<file path="src/rtl/ps2_host_tx.sv">
// rtl/ps2_host_tx.sv - PS/2 host-to-device command transmitter, open-drain drive-low outputs
// Optional: define PS2_TX_RETRY_EN to retry a failed frame up to twice before reporting.
module ps2_host_tx #(
  parameter int INHIBIT_CYCLES = 5000,
  parameter int TIMEOUT_CYCLES = 1000000
) (
  input  logic       clk,
  input  logic       rst_n,
  input  logic       ps_clk,
  input  logic       ps_data,
  input  logic [7:0] tx_data,
  input  logic       tx_valid,
  output logic       tx_ready,
  output logic       ps_clk_drive_low,
  output logic       ps_data_drive_low,
  output logic       tx_done,
  output logic       tx_err,
  output logic [1:0] err_code
);

  localparam int CMAX = (INHIBIT_CYCLES > TIMEOUT_CYCLES) ? INHIBIT_CYCLES : TIMEOUT_CYCLES;
  localparam int CW   = $clog2(CMAX + 1);

  typedef enum logic [2:0] {
    S_IDLE, S_INHIBIT, S_START, S_BITS, S_ACK, S_WAIT_IDLE
  } state_t;

  state_t        state;
  logic          clk_s1, clk_s2, clk_prev;
  logic          data_s1, data_s2;
  logic [CW-1:0] cnt;
  logic [3:0]    bit_idx;
  logic [7:0]    data_q;
  logic          parity_q;
`ifdef PS2_TX_RETRY_EN
  logic [1:0]    retry_cnt;
`endif

  logic fall, active, timeout_hit, nack;

  assign fall        = clk_prev & ~clk_s2;
  assign active      = (state == S_START) || (state == S_BITS) ||
                       (state == S_ACK) || (state == S_WAIT_IDLE);
  // The inhibit counter is reused as the frame timeout once the clock is released.
  assign timeout_hit = active && (cnt == CW'(TIMEOUT_CYCLES - 1));
  assign nack        = (state == S_ACK) && fall && data_s2;

  always_ff @(posedge clk or negedge rst_n) begin
    if (!rst_n) begin
      state             <= S_IDLE;
      clk_s1            <= 1'b1;
      clk_s2            <= 1'b1;
      clk_prev          <= 1'b1;
      data_s1           <= 1'b1;
      data_s2           <= 1'b1;
      cnt               <= '0;
      bit_idx           <= '0;
      data_q            <= '0;
      parity_q          <= 1'b0;
      tx_ready          <= 1'b1;
      ps_clk_drive_low  <= 1'b0;
      ps_data_drive_low <= 1'b0;
      tx_done           <= 1'b0;
      tx_err            <= 1'b0;
      err_code          <= 2'b00;
`ifdef PS2_TX_RETRY_EN
      retry_cnt         <= 2'd0;
`endif
    end else begin
      clk_s1   <= ps_clk;
      clk_s2   <= clk_s1;
      clk_prev <= clk_s2;
      data_s1  <= ps_data;
      data_s2  <= data_s1;
      tx_done  <= 1'b0;
      tx_err   <= 1'b0;

      if (timeout_hit || nack) begin
`ifdef PS2_TX_RETRY_EN
        if (retry_cnt != 2'd2) begin
          retry_cnt         <= retry_cnt + 2'd1;
          state             <= S_INHIBIT;
          cnt               <= '0;
          ps_clk_drive_low  <= 1'b1;
          ps_data_drive_low <= 1'b0;
        end else
`endif
        begin
          state             <= S_IDLE;
          ps_clk_drive_low  <= 1'b0;
          ps_data_drive_low <= 1'b0;
          tx_err            <= 1'b1;
          err_code          <= timeout_hit ? 2'b01 : 2'b10;
        end
      end else begin
        case (state)
          S_IDLE: begin
            // tx_ready lags the return to IDLE by one cycle, so nothing is taken during a pulse.
            tx_ready <= 1'b1;
            if (tx_valid && tx_ready) begin
              data_q           <= tx_data;
              parity_q         <= ~^tx_data;
              tx_ready         <= 1'b0;
              err_code         <= 2'b00;
              cnt              <= '0;
              ps_clk_drive_low <= 1'b1;
              state            <= S_INHIBIT;
`ifdef PS2_TX_RETRY_EN
              retry_cnt        <= 2'd0;
`endif
            end
          end
          S_INHIBIT: begin
            cnt <= cnt + CW'(1);
            if (cnt == CW'(INHIBIT_CYCLES - 2))
              ps_data_drive_low <= 1'b1;
            if (cnt == CW'(INHIBIT_CYCLES - 1)) begin
              ps_clk_drive_low <= 1'b0;
              cnt              <= '0;
              state            <= S_START;
            end
          end
          S_START: begin
            cnt     <= cnt + CW'(1);
            bit_idx <= '0;
            state   <= S_BITS;
          end
          S_BITS: begin
            cnt <= cnt + CW'(1);
            if (fall) begin
              bit_idx <= bit_idx + 4'd1;
              if (bit_idx < 4'd8) begin
                ps_data_drive_low <= ~data_q[bit_idx[2:0]];
              end else if (bit_idx == 4'd8) begin
                ps_data_drive_low <= ~parity_q;
              end else begin
                ps_data_drive_low <= 1'b0;
                state             <= S_ACK;
              end
            end
          end
          S_ACK: begin
            cnt <= cnt + CW'(1);
            if (fall)
              state <= S_WAIT_IDLE;
          end
          S_WAIT_IDLE: begin
            cnt <= cnt + CW'(1);
            if (clk_s2 && data_s2) begin
              tx_done <= 1'b1;
              state   <= S_IDLE;
            end
          end
          default: state <= S_IDLE;
        endcase
      end
    end
  end

endmodule
</file>
<file path="config.mk">
export PLATFORM = sky130hd
export DESIGN_NAME = ps2_host_tx
export DESIGN_NICKNAME = d
export VERILOG_FILES = /design/src/rtl/ps2_host_tx.sv
export SDC_FILE = /design/constraint.sdc
export NUM_CORES = 1
export LEC_CHECK = 0
export ABC_CLOCK_PERIOD_IN_PS = 5000
export CAP_MARGIN = 20
export CORE_AREA = 4 4 72 74
export CTS_BUF_LIST = sky130_fd_sc_hd__clkbuf_16
export CTS_CLUSTER_DIAMETER = 50
export DETAILED_ROUTE_END_ITERATION = 8
export DIE_AREA = 0 0 76 78
export PLACE_DENSITY = 0.78
export SYNTH_ARGS = -nofsm -noshare
export SYNTH_HDL_FRONTEND = slang
export SYNTH_SLANG_ARGS = --single-unit
</file>
<file path="constraint.sdc">
create_clock -name clk -period 5 [get_ports clk]
set_input_delay 0.5 -clock clk [delete_from_list [all_inputs] [get_ports clk]]
set_output_delay 0.5 -clock clk [all_outputs]
set_load 0.01 [all_outputs]
</file>
Word level (Yosys, flattened, before mapping):

Index checks and enable logic that the tools add are counted.

* reductions and logical operators: 26
* multiplexer cells: 35
* bitwise logic cells: 5
* eq/ne operators: 19
* $lt $le $gt $ge: 2
* add/sub/neg operators: 2

Operator list (count)
* one-hot mux 20 bit (3 select lines): 1
* == test 20 x 13 -> 1 bit (second input constant): 2
* two-way mux 20 bit: 2
* two-way mux 3 bit: 8
* adder 20 x 1 -> 20 bit (second input constant): 1
* == test 20 bit (second input constant): 1
* one-hot mux 3 bit (6 select lines): 1
* != test 3 bit (second input constant): 5
* AND reduction 3 bit: 5
* two-way mux 1 bit: 14
* nonzero test 3 bit: 3
* two-way mux 2 bit: 4
* one-hot mux 4 bit (2 select lines): 1
* XNOR reduction 8 bit: 1
* AND reduction 7 bit: 1
* == test 3 x 2 -> 1 bit (second input constant): 2
* == test 3 bit (second input constant): 2
* != test 3 x 2 -> 1 bit (second input constant): 2
* nonzero test 2 bit: 3
* logical AND 1 bit: 5
* adder 4 x 1 -> 4 bit (second input constant): 1
* == test 4 bit (second input constant): 1
* logical OR 1 bit: 4
* less-than comparator 3 x 4 -> 1 bit (second input constant): 1
* other kinds (12): 18

* register bits: 48
* output and inout port bits: 7
* bits of input ports: 13
* word-level logic and storage cells: 105

Depth between registers and ports, before layout:

Gate-level depths: netlist (run 1).

* depth in word-level cells: 8
* depth in mapped cells: 7
* depth with buffers taken out: 7

Least setup slack after synthesis (run 1):

No wires, ideal clock.

* path type: register -> register
* start: reg cnt[3]
* end: reg ps_data_drive_low
* arrival: 1.906 ns
* path buffers: 0
* period minus slack after synthesis: 2.013 ns
* data required time: 4.893 ns
* stages on the path, launching flop included: 6
* setup slack: 2.987 ns
* cell sequence: dfrtp_1 or4_4 nor4_4 nand4b_1 a21o_1 a2111oi_4

* word-level cells in the longest chain between the ends: 5
* elaborated cells between the ends (all ways): 9
* classes of those cells: eq/ne (4); mux (1); reduce/logical (4)

Ends and longest elaborated chain
* start, declared: line 31 `logic [CW-1:0] cnt;`
* start signal, assigned: line 114 `cnt <= cnt + CW'(1);`
* start signal, assigned: line 124 `cnt <= cnt + CW'(1);`
* start signal, assigned: line 129 `cnt <= cnt + CW'(1);`
* == test 20 bit: line 45 `assign timeout_hit = active && (cnt == CW'(TIMEOUT_CYCLES - 1));`
* logical AND 1 bit: line 45
* logical OR 1 bit: line 78 `if (timeout_hit || nack) begin`
* != test 3 bit (no source line) (tied with other cells)
* AND reduction 3 bit (no source line)
* end signal, assigned: line 133 `ps_data_drive_low <= ~data_q[bit_idx[2:0]];`
* end signal, assigned: line 135 `ps_data_drive_low <= ~parity_q;`
* end, declared: line 15 `output logic ps_data_drive_low,`

Parallel ways exist; a longest one is shown, timed or not.
A chain may end at the register's enable or synchronous reset.

Final worst setup path (run 1):

* start: in tx_valid
* end: reg cnt[14]

* word-level cells in the longest chain between the ends: 3

Ends and longest elaborated chain
* start, declared: line 12 `input logic tx_valid,`
* logical AND 1 bit: line 100 `if (tx_valid && tx_ready) begin`
* != test 2 bit (no source line)
* AND reduction 3 bit (no source line)

No other way between the ends.

==> impl_metrics.py, run 1 <==
metrics = {
    "layout": {
        "layout_commonest_cell": "nand2_1",
        "nets": 316,
        "final_cell_mix": "nand2_1 (44), dfrtp_1 (42), clkdlybuf4s50_1 (18)",
        "num-fill-cells": 382,
        "diodes": 0,
        "area_growth_syn_to_layout_pct": 15.6,
        "drive_gt1_share_pct": 10.0,
    },
    "power": {
        "seqPwrFrac_pct": 43.2,
        "swShare_pct": 31.8,
        "p_leak_nw": 1.28,
        "p_per_area_nw_per_um2": 385,
        "vdd.ir_drop.worst_mv": 0.263,
        "pwr-share-clk_pct": 32.4,
        "switchingPower_w": 0.000369,
        "power_frac_comb_pct": 24.4,
        "fin_total_pwr_w": 0.00116,
        "p_int_w": 0.000791,
    },
    "worst_setup_path": {
        "path_class": "in2reg",
        "reg2reg_from": "state[0]",
        "start_kind": "primary input",
        "critPathBufInv": 1,
        "endpoint_kind": "flip-flop",
        "path_depth": 6,
        "cp_max_fo": 11,
        "cp.arrival_ns": 2.64,
        "reg2reg_to": "cnt[14]",
        "cpMaxStageDelayCell": "clkdlybuf4s50_1",
        "cp_top_family": "simple AND/OR/NAND/NOR gates",
        "rrSetupSlack_ns": 2.63,
        "cp-endpoint": "cnt[14]",
        "required_ns": 5.21,
        "crit_start": "tx_valid",
        "slowest_delay_ns": 0.51,
        "cp_cell_sequence": "clkdlybuf4s50_1 -> a211oi_1 -> o22ai_1 -> nand4_1 -> or4_1 -> a21oi_1",
        "rr_worst_depth": 5,
    },
    "detailed_routing": {
        "drt_pass1_iterations": 4,
        "ant_nets": 0,
        "via_per_inst": 6.08,
        "vias": 2151,
        "wl_mm": 5.57,
        "drc": 0,
        "wl_per_cell_um": 15.7,
        "drt-initial-drc-count": 159,
    },
    "floorplan": {
        "start_util_pct": 56.7,
        "fp.dieW_um": 76,
        "die_height_um": 78,
        "io_pins": 20,
        "die_area_um2": 5930,
        "rows": 25,
        "core_um2": 4600,
    },
    "clock_tree": {
        "cts_sinks": 48,
        "cts_tree": "done",
        "cts_resized": 0,
        "cts_hold_buf": 0,
        "clockRootBuffer": "clkbuf_16",
        "clk_pin_slew_ns": 0.07,
        "cts_buffers": 5,
        "h-tree-depth": 2,
        "clock_path_buffers": 2,
        "clk-insertion-delay-late_ns": 0.29,
        "post_cts_buffers": 0,
    },
    "synth": {
        "syn_inst": 281,
        "synthFlopType": "dfrtp_1",
        "synth_edf_count": 0,
        "ys_seq_area_share_pct": 46.4,
        "yosysTopAreaCell": "dfrtp_1",
        "syn-mean-instance-area_um2": 9.28,
        "synth.cell_area_um2": 2610,
        "synth_top_cell_area_share_pct": 40.3,
        "yosysWarnings": 0,
        "synthArstFlopShare_pct": 100,
        "yosys-top-cells-area": "dfrtp_1 (40%), nand2_1 (6.3%), dfstp_2 (6.0%), nand3_1 (3.1%), o21ai_0 (3.1%)",
        "ys_types": 50,
        "synth_fp_nets": 298,
        "ys_ff_latch": 48,
    },
    "global_route": {
        "antenna_found_initial": 0,
        "grt_first_pass_wirelength_mm": 9.94,
        "gr-total-overflow": 0,
        "track_usage_pct": 20.4,
        "grt_pass1_vias": 2162,
        "grt_max_degree": 49,
    },
    "place": {
        "place.gp.congestion": 0.825,
        "hpwl_mm": 3.85,
        "io_buffers": 19,
        "post-place-ws_ns": 2.29,
    },
    "timing": {
        "finalSetupViolCount": 0,
        "period_share_pct": 48.7,
        "setup_tns_ns": 0,
        "max_freq_mhz": 410,
        "hold_viol": 0,
        "setup_ws_ns": 2.56,
        "slew_headroom_pct": 47.5,
        "worst_pin_slew_ns": 0.780,
        "maxSlewViolCount": 0,
        "clock_skew_ns": 0.00756,
        "fin_crit_ns": 2.44,
        "rsz0062_at_grt": "no",
    },
    "run_status": {
        "status": "complete, no violations",
    },
    "job": {
        "drv_cap": 0,
    },
    "worst_hold_path": {
        "min_path_type": "in2async",
    },
}
-- through the flow --
| step | std cells | hold WS (ns) | area, um2 | util (%) |
|---|---|---|---|---|
| 3_3_place_gp | 345 | 0.346 | 2830 | 61.5 |
| 3_5_place_dp | 345 | 0.347 | 2830 | 61.5 |
| 5_1_grt | 354 | 0.0471 | 3020 | 65.6 |
| 6_report | 354 | 0.0358 | 3020 | 65.6 |
| 4_1_cts | 353 | 0.357 | 3000 | 65.1 |
| 2_1_floorplan | 281 | 0.204 | 2610 | - |
-- per-layer routing --
layer / vias up / global-route usage (%) / part of all wire [%]
met5: - / 0 / 0
met1: 1054 / 29.1 / 47
li1: 1047 / - / -
met2: 45 / 31.6 / 47
met4: 0 / 6.76 / 0.92
met3: 5 / 3.13 / 5.0
-- cells in the mapped netlist, drive strengths merged, types with 3 or more instances --
cell type / instances
dfstp: 6
a21o: 3
clkbuf: 8
inv: 12
and3: 7
nand4b: 4
nand2b: 6
ha: 4
a31oi: 3
a21oi: 11
nand4: 9
nor2b: 4
or4: 5
nor4: 5
nand2: 44
xor2: 7
a31o: 3
dfrtp: 42
nor3: 5
nand3: 16
o21ai: 16
a22oi: 3
or3: 6
o22ai: 6
xnor2: 6
nor2: 17
-- power by group through the flow --
| stage | Clock [W] | Combinational (W) | Sequential, W |
|---|---|---|---|
| CTS | 0.000382 | 0.000282 | 0.000501 |
| global route | 0.000399 | 0.000321 | 0.000512 |
| floorplan | 0 | 0.000207 | 0.000487 |
| global placement | 0 | 0.000269 | 0.000505 |
| finish | 0.000376 | 0.000283 | 0.000501 |
| detailed placement | 0 | 0.000277 | 0.000507 |
-- logic make-up after synthesis --
group	Yosys count	share of synthesized area [%]
buffers and inverters	22	3.26
adder cells (fa/ha/maj)	4	1.92
AO/OA/AOI/OAI	55	14.2
XOR/XNOR	13	4.37
multiplexers	2	1.73
AND/OR/NAND/NOR	137	28.2
flip-flops	48	46.4
-- worst min-delay path by stage --
stage	to	slack [ns]	depth (start not counted)
finish	cnt[17]	0.04	1
global route	cnt[17]	0.05	1
CTS	data_s2	0.36	0
detailed placement	data_s2	0.35	0
global placement	clk_s2	0.35	0
floorplan	bit_idx[0]	0.20	0
-- registers in the layout (all words and copies together), names as in the netlist, 2 cells and up --
| register | flops |
|---|---|
| data_q | 8 |
| bit_idx | 4 |
| cnt | 20 |
| state | 3 |
| err_code | 2 |
-- layout make-up --
class                   instances  area [um2]  area share [%]
repair buffers                 21         213            7.05
inverters                      12        45.0            1.49
multi-input cells             211        1310            43.6
flip-flops and latches         48        1210            40.1
clock inverters                 3        42.5            1.41
clock buffers                   5         125            4.15
well taps                      54        67.6            2.24
No activity file was read; power rests on OpenSTA's default activity.
==> run 2, diff against run 1 <==
==> config.mk (replaced) <==
export PLATFORM = sky130hd
export DESIGN_NAME = ps2_host_tx
export DESIGN_NICKNAME = d
export VERILOG_FILES = /design/src/rtl/ps2_host_tx.sv
export SDC_FILE = /design/constraint.sdc
export NUM_CORES = 1
export LEC_CHECK = 0
export ABC_CLOCK_PERIOD_IN_PS = 2300
export CAP_MARGIN = 20
export CORE_AREA = 4 4 73 75
export CTS_BUF_LIST = sky130_fd_sc_hd__clkbuf_16
export CTS_CLUSTER_DIAMETER = 50
export DETAILED_ROUTE_END_ITERATION = 8
export DIE_AREA = 0 0 77 79
export PLACE_DENSITY = 0.76
export SYNTH_ARGS = -nofsm -noshare
export SYNTH_HDL_FRONTEND = slang
export SYNTH_SLANG_ARGS = --single-unit
==> constraint.sdc (replaced) <==
create_clock -name clk -period 2.3 [get_ports clk]
set_input_delay 0.23 -clock clk [delete_from_list [all_inputs] [get_ports clk]]
set_output_delay 0.23 -clock clk [all_outputs]
set_load 0.01 [all_outputs]
==> run 2 against run 1 <==
Cell count is 3.1% higher; clock power is 120% higher; sequential power is 120% higher; die area is 2.6% higher; core utilization is 0.68 points higher; sequential share of layout area is 0.94 points lower; highest routed layer unchanged; hold slack worse by 0.0081 ns; largest cell class unchanged; via count is 2.6% higher; largest power group unchanged; global-route usage is 0.71 points higher; final area is 2.4% higher.
==> impl_metrics.py, run 2 (synthesis results as in run 1) <==
metrics = {
    "power": {
        "vdd.ir_drop.worst_mv": 0.453,
        "p_leak_nw": 1.33,
        "p_per_area_nw_per_um2": 833,
        "fin_total_pwr_w": 0.00257,
    },
    "layout": {
        "layout_commonest_cell": "nand2_1",
        "regMostFlops": "cnt",
        "final_cell_mix": "nand2_1 (44), dfrtp_1 (42), clkdlybuf4s50_1 (18), nor2_1 (16), nand3_1 (16)",
        "top_regs": "cnt: 20 flops, data_q: 8 flops, bit_idx: 4 flops",
        "nets": 327,
        "num-fill-cells": 375,
        "largest_register_ff_count": 20,
        "diodes": 0,
        "area_growth_syn_to_layout_pct": 18.4,
        "drive_gt1_share_pct": 13.2,
    },
    "timing": {
        "slew_headroom_pct": 60.5,
        "maxSlewViolCount": 0,
        "rsz0062_at_grt": "no",
        "worst_pin_slew_ns": 0.592,
        "max_freq_mhz": 457,
        "clock_skew_ns": 0.00398,
        "setup_tns_ns": 0,
        "period_share_pct": 95.1,
        "fin_crit_ns": 2.19,
        "finalSetupViolCount": 0,
        "hold_viol": 0,
        "setup_ws_ns": 0.113,
    },
    "detailed_routing": {
        "drc": 0,
        "drt_pass1_iterations": 4,
        "vias": 2208,
        "drt-initial-drc-count": 127,
        "via_per_inst": 6.05,
        "wl_per_cell_um": 15.6,
        "wl_mm": 5.69,
        "ant_nets": 0,
    },
    "worst_setup_path": {
        "start_kind": "flip-flop",
        "cp.arrival_ns": 2.37,
        "cp_max_fo": 7,
        "path_class": "reg2reg",
        "endpoint_kind": "flip-flop",
        "required_ns": 2.48,
    },
    "place": {
        "io_buffers": 19,
        "hpwl_mm": 4.07,
        "post-place-ws_ns": 0.113,
        "place.gp.congestion": 0.844,
    },
    "floorplan": {
        "rows": 25,
        "io_pins": 20,
        "die_area_um2": 6080,
        "start_util_pct": 55.9,
        "core_um2": 4660,
        "fp.dieW_um": 77,
        "die_height_um": 79,
    },
    "global_route": {
        "grt_pass1_vias": 2155,
        "met2_usage_pct": 35.2,
        "antenna_found_initial": 0,
        "track_usage_pct": 21.1,
        "grt_max_degree": 49,
        "gr-total-overflow": 0,
        "grt-busiest-layer": "met2",
        "use_met3_pct": 4.08,
        "grt_util_met1_pct": 27.0,
        "grt_first_pass_wirelength_mm": 10.2,
    },
    "clock_tree": {
        "clk-insertion-delay-late_ns": 0.29,
        "clk_pin_slew_ns": 0.06,
        "post_cts_buffers": 0,
        "clock_path_buffers": 2,
        "cts_hold_buf": 0,
        "cts_buffers": 5,
        "cts_tree": "done",
        "cts_sinks": 48,
        "clockRootBuffer": "clkbuf_16",
        "h-tree-depth": 2,
    },
    "run_status": {
        "status": "complete, no violations",
    },
    "job": {
        "drv_cap": 0,
    },
    "worst_hold_path": {
        "min_path_type": "in2async",
    },
}
## run 2: what timing repair did
action | in CTS | in global routing
endpoints found under the setup margin | 0 | 11
resized for setup | 0 | 2
endpoints found under the hold margin | 0 | 0
## run 2: worst max-delay path: stages, from the launching register on
cell and delay, ns:
dfrtp_1 0.45, or4_4 0.57, nor4_4 0.34, nand4b_1 0.15, a21o_1 0.23, a2111oi_4 0.34
## run 2: path summary, 6_finish.rpt
path,start,end,slack [ns],cells past startpoint
hold reg to reg,data_s1,data_s2,0.36,0
max in group asynchronous,rst_n,data_q[6],1.87,2
setup reg to reg,cnt[3],ps_data_drive_low,0.11,5
hold / removal,rst_n,tx_done,0.03,2
min in group clk,ps_data,data_s1,0.34,1
setup / recovery,cnt[3],ps_data_drive_low,0.11,5
## run 2: through the flow
| step | hold WS (ns) | area [um2] | utilization (%) | instances |
|---|---|---|---|---|
| 4_1_cts | 0.0593 | 3090 | 66.2 | 365 |
| 2_1_floorplan | -0.0656 | 2610 | - | 281 |
| 6_report | 0.0277 | 3090 | 66.3 | 365 |
| 5_1_grt | 0.116 | 3090 | 66.3 | 365 |
| 3_3_place_gp | 0.346 | 2920 | 62.6 | 357 |
| 3_5_place_dp | 0.347 | 2920 | 62.6 | 357 |
## run 2: layout make-up
cell class                 count  area (um2)  share of cell area, %
multi-input combinational    211        1320                   42.6
sequential                    48        1210                   39.1
timing repair buffer          32         283                   9.16
clock buffer                   5         125                   4.05
tap                           54        67.6                   2.19
inverter                      12        45.0                   1.46
clock inverter                 3        42.5                   1.38
## run 2: layer usage
metal / share of wire (%) / vias to the layer above
li1: - / 1072
met1: 44 / 1062
met2: 50 / 59
met3: 4.3 / 15
met4: 2.2 / 0
met5: 0 / -
## run 2: power by group
group / leakage [nW] / switching (W) / internal (W)
Clock: 0.0814 / 0.000310 / 0.000511
Sequential: 0.626 / 0.000106 / 0.000971
Combinational: 0.625 / 0.000389 / 0.000285
Total: 1.33 / 0.000805 / 0.00177
==> run 3, diff against run 2 <==
--- a/config.mk
+++ b/config.mk
@@ -13,6 +13,7 @@
 export DETAILED_ROUTE_END_ITERATION = 8
 export DIE_AREA = 0 0 77 79
 export PLACE_DENSITY = 0.76
+export SKIP_CTS_REPAIR_TIMING = 1
 export SYNTH_ARGS = -nofsm -noshare
 export SYNTH_HDL_FRONTEND = slang
 export SYNTH_SLANG_ARGS = --single-unit
==> results of run 3 <==
The final DEF is identical to that of run 2; final timing and power are the same.
